**src/rtl/role_pkg.sv**
```systemverilog
// Shared constants and types for the JOJO role/hit logic.
// Latency: none (declarations only).
// Backpressure: none.
package role_pkg;

  localparam int MAX_X  = 640;
  localparam int MAX_Y  = 480;
  localparam int T_W    = 32;
  localparam int HP_MAX = 3;
  localparam int HP_W   = $clog2(HP_MAX + 1);

  typedef enum logic [1:0] {
    ALIVE  = 2'd0,
    INVULN = 2'd1,
    DEAD   = 2'd2
  } hit_state_t;

  // Width of an index selecting one of n items; never narrower than one bit.
  function automatic int idx_width(input int n);
    return (n > 1) ? $clog2(n) : 1;
  endfunction

endpackage

```
**src/rtl/role_hit_manager_if.sv**
```systemverilog
// Position inputs and hit/hp status outputs of the role hit manager.
// Latency: none (wiring only).
// Backpressure: none; all signals are level or single-cycle pulses.
interface role_hit_manager_if
  import role_pkg::*;
#(
  parameter int NUM_ENEMY = 4,
  parameter int HP_MAX    = role_pkg::HP_MAX
);
  localparam int HPW  = $clog2(HP_MAX + 1);
  localparam int IDXW = idx_width(NUM_ENEMY);

  logic [9:0]              jojo_x;
  logic [9:0]              jojo_y;
  logic [10*NUM_ENEMY-1:0] enemy_x;
  logic [10*NUM_ENEMY-1:0] enemy_y;
  logic [NUM_ENEMY-1:0]    enemy_valid;
  logic                    frame_tick;
  logic                    heal;
  logic [HPW-1:0]          hp;
  logic                    hit_pulse;
  logic [IDXW-1:0]         hit_index;
  logic                    invincible;
  logic                    jojo_visible;
  logic                    game_over;

  modport master (
    output jojo_x, jojo_y, enemy_x, enemy_y, enemy_valid, frame_tick, heal,
    input  hp, hit_pulse, hit_index, invincible, jojo_visible, game_over
  );

  modport slave (
    input  jojo_x, jojo_y, enemy_x, enemy_y, enemy_valid, frame_tick, heal,
    output hp, hit_pulse, hit_index, invincible, jojo_visible, game_over
  );

endinterface

```
**src/rtl/role_box_overlap.sv**
```systemverilog
// Bounding-box overlap test between two square tiles (a = JOJO, b = enemy).
// Latency: combinational.
// Backpressure: none.
module role_box_overlap
  import role_pkg::*;
#(
  parameter int TW = role_pkg::T_W
) (
  input  logic [9:0] ax,
  input  logic [9:0] ay,
  input  logic [9:0] bx,
  input  logic [9:0] by,
  input  logic       valid,
  output logic       hit
);
  localparam logic [10:0] TW11 = 11'(TW);

  // Extend to 11 bits so coordinate + tile size can never wrap.
  logic [10:0] ax_e, ay_e, bx_e, by_e;
  assign ax_e = {1'b0, ax};
  assign ay_e = {1'b0, ay};
  assign bx_e = {1'b0, bx};
  assign by_e = {1'b0, by};

  // Strict compares: tiles that only touch along an edge do not overlap.
  assign hit = valid
             && (bx_e < ax_e + TW11) && (ax_e < bx_e + TW11)
             && (by_e < ay_e + TW11) && (ay_e < by_e + TW11);

endmodule

```
**src/rtl/role_hit_manager.sv**
```systemverilog
// Per-frame enemy/JOJO overlap check, hp bookkeeping, invincibility blink, game over.
// Latency: hit_pulse and status update 2 edges after frame_tick is sampled.
// Backpressure: none; overlaps during invincibility or after death are dropped.
module role_hit_manager
  import role_pkg::*;
#(
  parameter int NUM_ENEMY    = 4,
  parameter int T_W          = role_pkg::T_W,
  parameter int HP_MAX       = role_pkg::HP_MAX,
  parameter int INV_CYCLES   = 50000000,
  parameter int BLINK_CYCLES = 5000000
) (
  input  logic               clk,
  input  logic               reset,
  role_hit_manager_if.slave  bus
);
  localparam int HPW  = $clog2(HP_MAX + 1);
  localparam int IDXW = idx_width(NUM_ENEMY);
  localparam int INVW = $clog2(INV_CYCLES + 1);
  localparam int BLKW = $clog2(BLINK_CYCLES + 1);

  logic [NUM_ENEMY-1:0] ovl;

  for (genvar i = 0; i < NUM_ENEMY; i++) begin : g_box
    role_box_overlap #(.TW(T_W)) u_box (
      .ax   (bus.jojo_x),
      .ay   (bus.jojo_y),
      .bx   (bus.enemy_x[10*i +: 10]),
      .by   (bus.enemy_y[10*i +: 10]),
      .valid(bus.enemy_valid[i]),
      .hit  (ovl[i])
    );
  end

  logic [NUM_ENEMY-1:0] ovl_vec_q, ovl_vec_d;
  logic                 hit_vld_q, hit_vld_d;

  // Stage 1: capture the overlap vector only while positions are stable.
  always_comb begin
    hit_vld_d = bus.frame_tick;
    ovl_vec_d = bus.frame_tick ? ovl : ovl_vec_q;
  end

  // Stage 1 registers.
  always_ff @(posedge clk or posedge reset) begin
    if (reset) begin
      ovl_vec_q <= '0;
      hit_vld_q <= 1'b0;
    end else begin
      ovl_vec_q <= ovl_vec_d;
      hit_vld_q <= hit_vld_d;
    end
  end

  logic [IDXW-1:0] first_idx;

  // Lowest-index overlapping enemy wins the report.
  always_comb begin
    first_idx = '0;
    for (int i = NUM_ENEMY - 1; i >= 0; i--) begin
      if (ovl_vec_q[i]) first_idx = IDXW'(i);
    end
  end

  hit_state_t      state_q, state_d;
  logic [HPW-1:0]  hp_q, hp_d;
  logic            hit_pulse_q, hit_pulse_d;
  logic [IDXW-1:0] hit_index_q, hit_index_d;
  logic [INVW-1:0] inv_cnt_q, inv_cnt_d;
  logic [BLKW-1:0] blink_cnt_q, blink_cnt_d;
  logic            visible_q, visible_d;
  logic            invincible_q, invincible_d;
  logic            game_over_q, game_over_d;
  logic            hit_now;
  logic            heal_ok;

  assign hit_now = hit_vld_q && (|ovl_vec_q);
  assign heal_ok = bus.heal && (hp_q != HPW'(HP_MAX));

  // Stage 2: hit/heal/invincibility state machine with registered outputs.
  always_comb begin
    state_d      = state_q;
    hp_d         = hp_q;
    hit_pulse_d  = 1'b0;
    hit_index_d  = hit_index_q;
    inv_cnt_d    = inv_cnt_q;
    blink_cnt_d  = blink_cnt_q;
    visible_d    = visible_q;
    invincible_d = invincible_q;
    game_over_d  = game_over_q;
    case (state_q)
      ALIVE: begin
        if (hit_now) begin
          // A coinciding heal is dropped: the hit takes priority.
          hp_d        = hp_q - HPW'(1);
          hit_pulse_d = 1'b1;
          hit_index_d = first_idx;
          if (hp_q == HPW'(1)) begin
            state_d      = DEAD;
            game_over_d  = 1'b1;
            visible_d    = 1'b0;
            invincible_d = 1'b0;
          end else begin
            state_d      = INVULN;
            inv_cnt_d    = INVW'(INV_CYCLES - 1);
            blink_cnt_d  = '0;
            visible_d    = 1'b0;
            invincible_d = 1'b1;
          end
        end else if (heal_ok) begin
          hp_d = hp_q + HPW'(1);
        end
      end
      INVULN: begin
        if (heal_ok) hp_d = hp_q + HPW'(1);
        if (inv_cnt_q == '0) begin
          state_d      = ALIVE;
          invincible_d = 1'b0;
          visible_d    = 1'b1;
          blink_cnt_d  = '0;
        end else begin
          inv_cnt_d = inv_cnt_q - INVW'(1);
          if (blink_cnt_q == BLKW'(BLINK_CYCLES - 1)) begin
            blink_cnt_d = '0;
            visible_d   = ~visible_q;
          end else begin
            blink_cnt_d = blink_cnt_q + BLKW'(1);
          end
        end
      end
      DEAD: begin
        // Terminal until reset.
      end
      default: state_d = ALIVE;
    endcase
  end

  // Stage 2 registers.
  always_ff @(posedge clk or posedge reset) begin
    if (reset) begin
      state_q      <= ALIVE;
      hp_q         <= HPW'(HP_MAX);
      hit_pulse_q  <= 1'b0;
      hit_index_q  <= '0;
      inv_cnt_q    <= '0;
      blink_cnt_q  <= '0;
      visible_q    <= 1'b1;
      invincible_q <= 1'b0;
      game_over_q  <= 1'b0;
    end else begin
      state_q      <= state_d;
      hp_q         <= hp_d;
      hit_pulse_q  <= hit_pulse_d;
      hit_index_q  <= hit_index_d;
      inv_cnt_q    <= inv_cnt_d;
      blink_cnt_q  <= blink_cnt_d;
      visible_q    <= visible_d;
      invincible_q <= invincible_d;
      game_over_q  <= game_over_d;
    end
  end

  assign bus.hp           = hp_q;
  assign bus.hit_pulse    = hit_pulse_q;
  assign bus.hit_index    = hit_index_q;
  assign bus.invincible   = invincible_q;
  assign bus.jojo_visible = visible_q;
  assign bus.game_over    = game_over_q;

endmodule

```
**src/flat_wrapper.sv**
```systemverilog
// flat-port wrapper written by rule: the top's interface ports become plain ports
module role_hit_manager_flat import role_pkg::*;
#(
  parameter int NUM_ENEMY    = 4,
  parameter int T_W          = role_pkg::T_W,
  parameter int HP_MAX       = role_pkg::HP_MAX,
  parameter int INV_CYCLES   = 50000000,
  parameter int BLINK_CYCLES = 5000000
)
  (clk, reset, bus_jojo_x, bus_jojo_y, bus_enemy_x, bus_enemy_y, bus_enemy_valid, bus_frame_tick, bus_heal, bus_hp, bus_hit_pulse, bus_hit_index, bus_invincible, bus_jojo_visible, bus_game_over);
  role_hit_manager_if #(.NUM_ENEMY(NUM_ENEMY), .HP_MAX(HP_MAX)) bus_i ();
  input  logic clk;
  input  logic reset;
  input wire logic [$bits(bus_i.jojo_x)-1:0] bus_jojo_x;
  input wire logic [$bits(bus_i.jojo_y)-1:0] bus_jojo_y;
  input wire logic [$bits(bus_i.enemy_x)-1:0] bus_enemy_x;
  input wire logic [$bits(bus_i.enemy_y)-1:0] bus_enemy_y;
  input wire logic [$bits(bus_i.enemy_valid)-1:0] bus_enemy_valid;
  input wire logic [$bits(bus_i.frame_tick)-1:0] bus_frame_tick;
  input wire logic [$bits(bus_i.heal)-1:0] bus_heal;
  output wire logic [$bits(bus_i.hp)-1:0] bus_hp;
  output wire logic [$bits(bus_i.hit_pulse)-1:0] bus_hit_pulse;
  output wire logic [$bits(bus_i.hit_index)-1:0] bus_hit_index;
  output wire logic [$bits(bus_i.invincible)-1:0] bus_invincible;
  output wire logic [$bits(bus_i.jojo_visible)-1:0] bus_jojo_visible;
  output wire logic [$bits(bus_i.game_over)-1:0] bus_game_over;
  assign bus_i.jojo_x = bus_jojo_x;
  assign bus_i.jojo_y = bus_jojo_y;
  assign bus_i.enemy_x = bus_enemy_x;
  assign bus_i.enemy_y = bus_enemy_y;
  assign bus_i.enemy_valid = bus_enemy_valid;
  assign bus_i.frame_tick = bus_frame_tick;
  assign bus_i.heal = bus_heal;
  assign bus_hp = bus_i.hp;
  assign bus_hit_pulse = bus_i.hit_pulse;
  assign bus_hit_index = bus_i.hit_index;
  assign bus_invincible = bus_i.invincible;
  assign bus_jojo_visible = bus_i.jojo_visible;
  assign bus_game_over = bus_i.game_over;
  role_hit_manager #(.NUM_ENEMY(NUM_ENEMY), .T_W(T_W), .HP_MAX(HP_MAX), .INV_CYCLES(INV_CYCLES), .BLINK_CYCLES(BLINK_CYCLES)) u_core (.clk(clk), .reset(reset), .bus(bus_i));
endmodule
```
**config.mk**
```make
export PLATFORM = sky130hd
export DESIGN_NAME = role_hit_manager_flat
export DESIGN_NICKNAME = d
export VERILOG_FILES = /design/src/rtl/role_pkg.sv /design/src/rtl/role_hit_manager_if.sv /design/src/rtl/role_box_overlap.sv /design/src/rtl/role_hit_manager.sv /design/src/flat_wrapper.sv
export SDC_FILE = /design/constraint.sdc
export NUM_CORES = 1
export LEC_CHECK = 0
export BUFFER_PORTS_ARGS = -buffer_cell sky130_fd_sc_hd__buf_2
export CAP_MARGIN = 10
export CORE_MARGIN = 10
export CORE_UTILIZATION = 35
export DETAILED_ROUTE_END_ITERATION = 12
export PLACE_DENSITY = 0.53
export SLEW_MARGIN = 20
export SYNTH_ARGS = -nofsm -noshare
export SYNTH_HDL_FRONTEND = slang
export SYNTH_HIERARCHICAL = 1
export SYNTH_SLANG_ARGS = --single-unit
```
**constraint.sdc**
```tcl
create_clock -name clk -period 2.75 [get_ports clk]
set_clock_uncertainty 0.05 [all_clocks]
set_input_delay 0.55 -clock clk [delete_from_list [all_inputs] [get_ports clk]]
set_output_delay 0.55 -clock clk [all_outputs]
set_load 0.01 [all_outputs]
```
==> out/qor.yml <==
grt_use_total: 0.143
viasPerCell: 5.11
crit_fanout: 18
powerDensity_mw_per_mm2: 473
ys_top_cells_by_count: "ha_1, inv_1, dfrtp_1, nand3_1, a21oi_1"
drt_wl_total_um: 20300
synthesis.nets: 1166
cap_violations: 0
period_needed_ps: 2560
max-slew-margin-rel: 0.520
avgSynthCellArea_sq_um: 8.54
die_area_sq_mm: 0.0283
netlist.area_leader.share: 0.253
dpl_cell_area_sq_mm: 0.00895
post-route-util: 0.424
synth.most_common_cell: "ha_1"
cts.clk_slew.worst_paths_ps: 50
hold_viol: 0
grt_pass1_wl_um: 34600
clk_latency_ps: 330
stdcell_area_sq_mm: 0.00923
p_int_mw: 2.69
layout_worst_path_cycle_share: 0.932
ys_ff_latch: 64
grt_pass1_vias: 6926
synth_area_sq_mm: 0.00770
ctsResizeCount: 0
grt_overflow: 0
htreeDepth: 3
syn2layout_area_growth_pct: 19.8
syn_inst: 902
net-switching-power_mw: 1.67
rows: 54
diodes: 0
setup_viol: 0
start_util: 0.354
clockPowerShare: 0.239
numCtsBuffers: 9
nNetsFinal: 1326
hpwl_um: 16800
ant_nets: 0
num_vias: 6879
die_w_um: 168
wl_per_cell_um: 15.1
cp.arrival_ps: 2730
synth_ff_type: "dfrtp_1"
rsz0062_at_grt: "false"
cts_root_buffer: "clkbuf_16"
die_h_um: 168
postCtsSetupRepairBufs: 0
cts_tree: "done"
clk_path_buf_depth: 2
ys_async_sr_fraction: 1.00
critPathLaunchType: "flip-flop"
first_iter_violations: 336
ir_drop_uv: 273
power.share.switching: 0.383
r2r_setup_slack_ps: 190
r2r_cells: 8
finalSetupTns_ps: 0
antenna_found_initial: 1
p_comb_frac: 0.429
place.port_buffers: 115
numClockSinks: 64
status: "complete, no violations"
p_leak_nw: 4.44
io_pins: 116
hold_buffers: 0
yosysTopAreaCell: "ha_1"
synth_cell_types: 73
crit_type: "flip-flop to flip-flop"
seq_power_share: 0.332
routabilityCongestion: 0.831
max_freq_mhz: 390
drtPass1Iterations: 4
ys_seq_area_frac: 0.208
synth-edff-count: 0
ys_warn_count: 6
drive_above_1_share: 0.212
grt_max_degree: 65
hp-class: "primary input to async pin"
core-area_sq_mm: 0.0218
tightest_slew_ps: 713
critPathRequiredTime_ps: 2920
drc: 0
cp-end-kind: "flip-flop"
synthTopCellsByArea: "ha_1, dfrtp_1, xor2_1"
drv_slew: 0
cell type report:
| class | count | area (sq um) |
|---|---|---|
| clock buffers | 11 | 253 |
| clock inverters | 4 | 20.0 |
| fillers | 2243 | 12500 |
| inverters | 89 | 334 |
| multi-input cells | 730 | 5650 |
| flip-flops and latches | 64 | 1610 |
| well taps | 280 | 350 |
| repair buffers | 168 | 1010 |
state kept, by name, indices dropped and copies added (netlist names):
register                 flops
u_core/inv_cnt_q            26
u_core/blink_cnt_q          23
u_core/ovl_vec_q             4
u_core/bus.hit_index         2
u_core/bus.hp                2
u_core/state_q               2
u_core/bus.game_over         1
u_core/bus.hit_pulse         1
u_core/bus.invincible        1
u_core/bus.jojo_visible      1
u_core/hit_vld_q             1
cell families after synthesis:
logic type | count (synthesis) | share of synthesized area
AOI/OAI and AO/OA | 199 | 0.175
and+or+nand+nor | 303 | 0.222
muxes | 5 | 0.00715
DFF | 64 | 0.208
adders and majority gates | 156 | 0.253
buffers and inverters | 108 | 0.0574
xor gates and xnor gates | 67 | 0.0762
path summary, 6_finish.rpt:
kind | from | to
worst max-delay path | u_core/inv_cnt_q[1] | u_core/blink_cnt_q[10]
worst min-delay path | reset | u_core/blink_cnt_q[7]
worst max register to register | u_core/inv_cnt_q[1] | u_core/blink_cnt_q[10]
worst min register to register | u_core/state_q[0] | u_core/state_q[1]
max in group asynchronous | reset | u_core/bus.hp[0]
min in group clk | bus_frame_tick | u_core/hit_vld_q
metrics by stage:
stage / setup slack [ps] / cells / power (mW) / hold WS [ps]
after floorplan: 266 / 902 / 2.67 / 359
after global placement: 30.7 / 1331 / 3.33 / 372
after detailed placement: 35.9 / 1331 / 3.34 / 382
after CTS: 158 / 1346 / 4.43 / 254
after global routing: 21.1 / 1346 / 4.76 / 266
final: 186 / 1346 / 4.36 / 247
layout by cell type, fill, tap and decap left out, types with 11 or more instances in the layout:
cell       count
nand4_1       14
buf_2        115
nor3_1        23
a21o_1        11
nand2_1       41
a2111oi_0     11
dfrtp_1       61
xor2_1        41
and3_1        15
nor2b_1       27
nor2_1        45
o21ai_0       35
or3_1         16
xnor2_1       26
nor4_1        11
nand3_1       61
inv_1         88
buf_4         50
a21oi_1       56
ha_1         156
worst max-delay path: stages (launching register included):
cell and delay [ps]:
dfrtp_1 400, inv_1 80, ha_1 170, or3b_2 510, or3_1 440, o31ai_4 350
o21a_1 230, buf_12 160, nor2_1 60
routing by layer:
layer | track usage | wire, um | vias to the layer above
li1 | - | - | 3610
met1 | 0.198 | 10400 | 3176
met2 | 0.226 | 9060 | 82
met3 | 0.0291 | 747 | 11
met4 | 0.0265 | 160 | 0
met5 | 0 | 0 | -
power by group through the flow:
stage / logic, mW / clock network (mW) / registers, mW
final: 1.87 / 1.04 / 1.45
after global routing: 2.14 / 1.12 / 1.50
after global placement: 1.87 / 0 / 1.46
after floorplan: 1.26 / 0 / 1.41
after CTS: 1.90 / 1.08 / 1.45
after detailed placement: 1.89 / 0 / 1.46
Power figures use the tool's default switching activity.
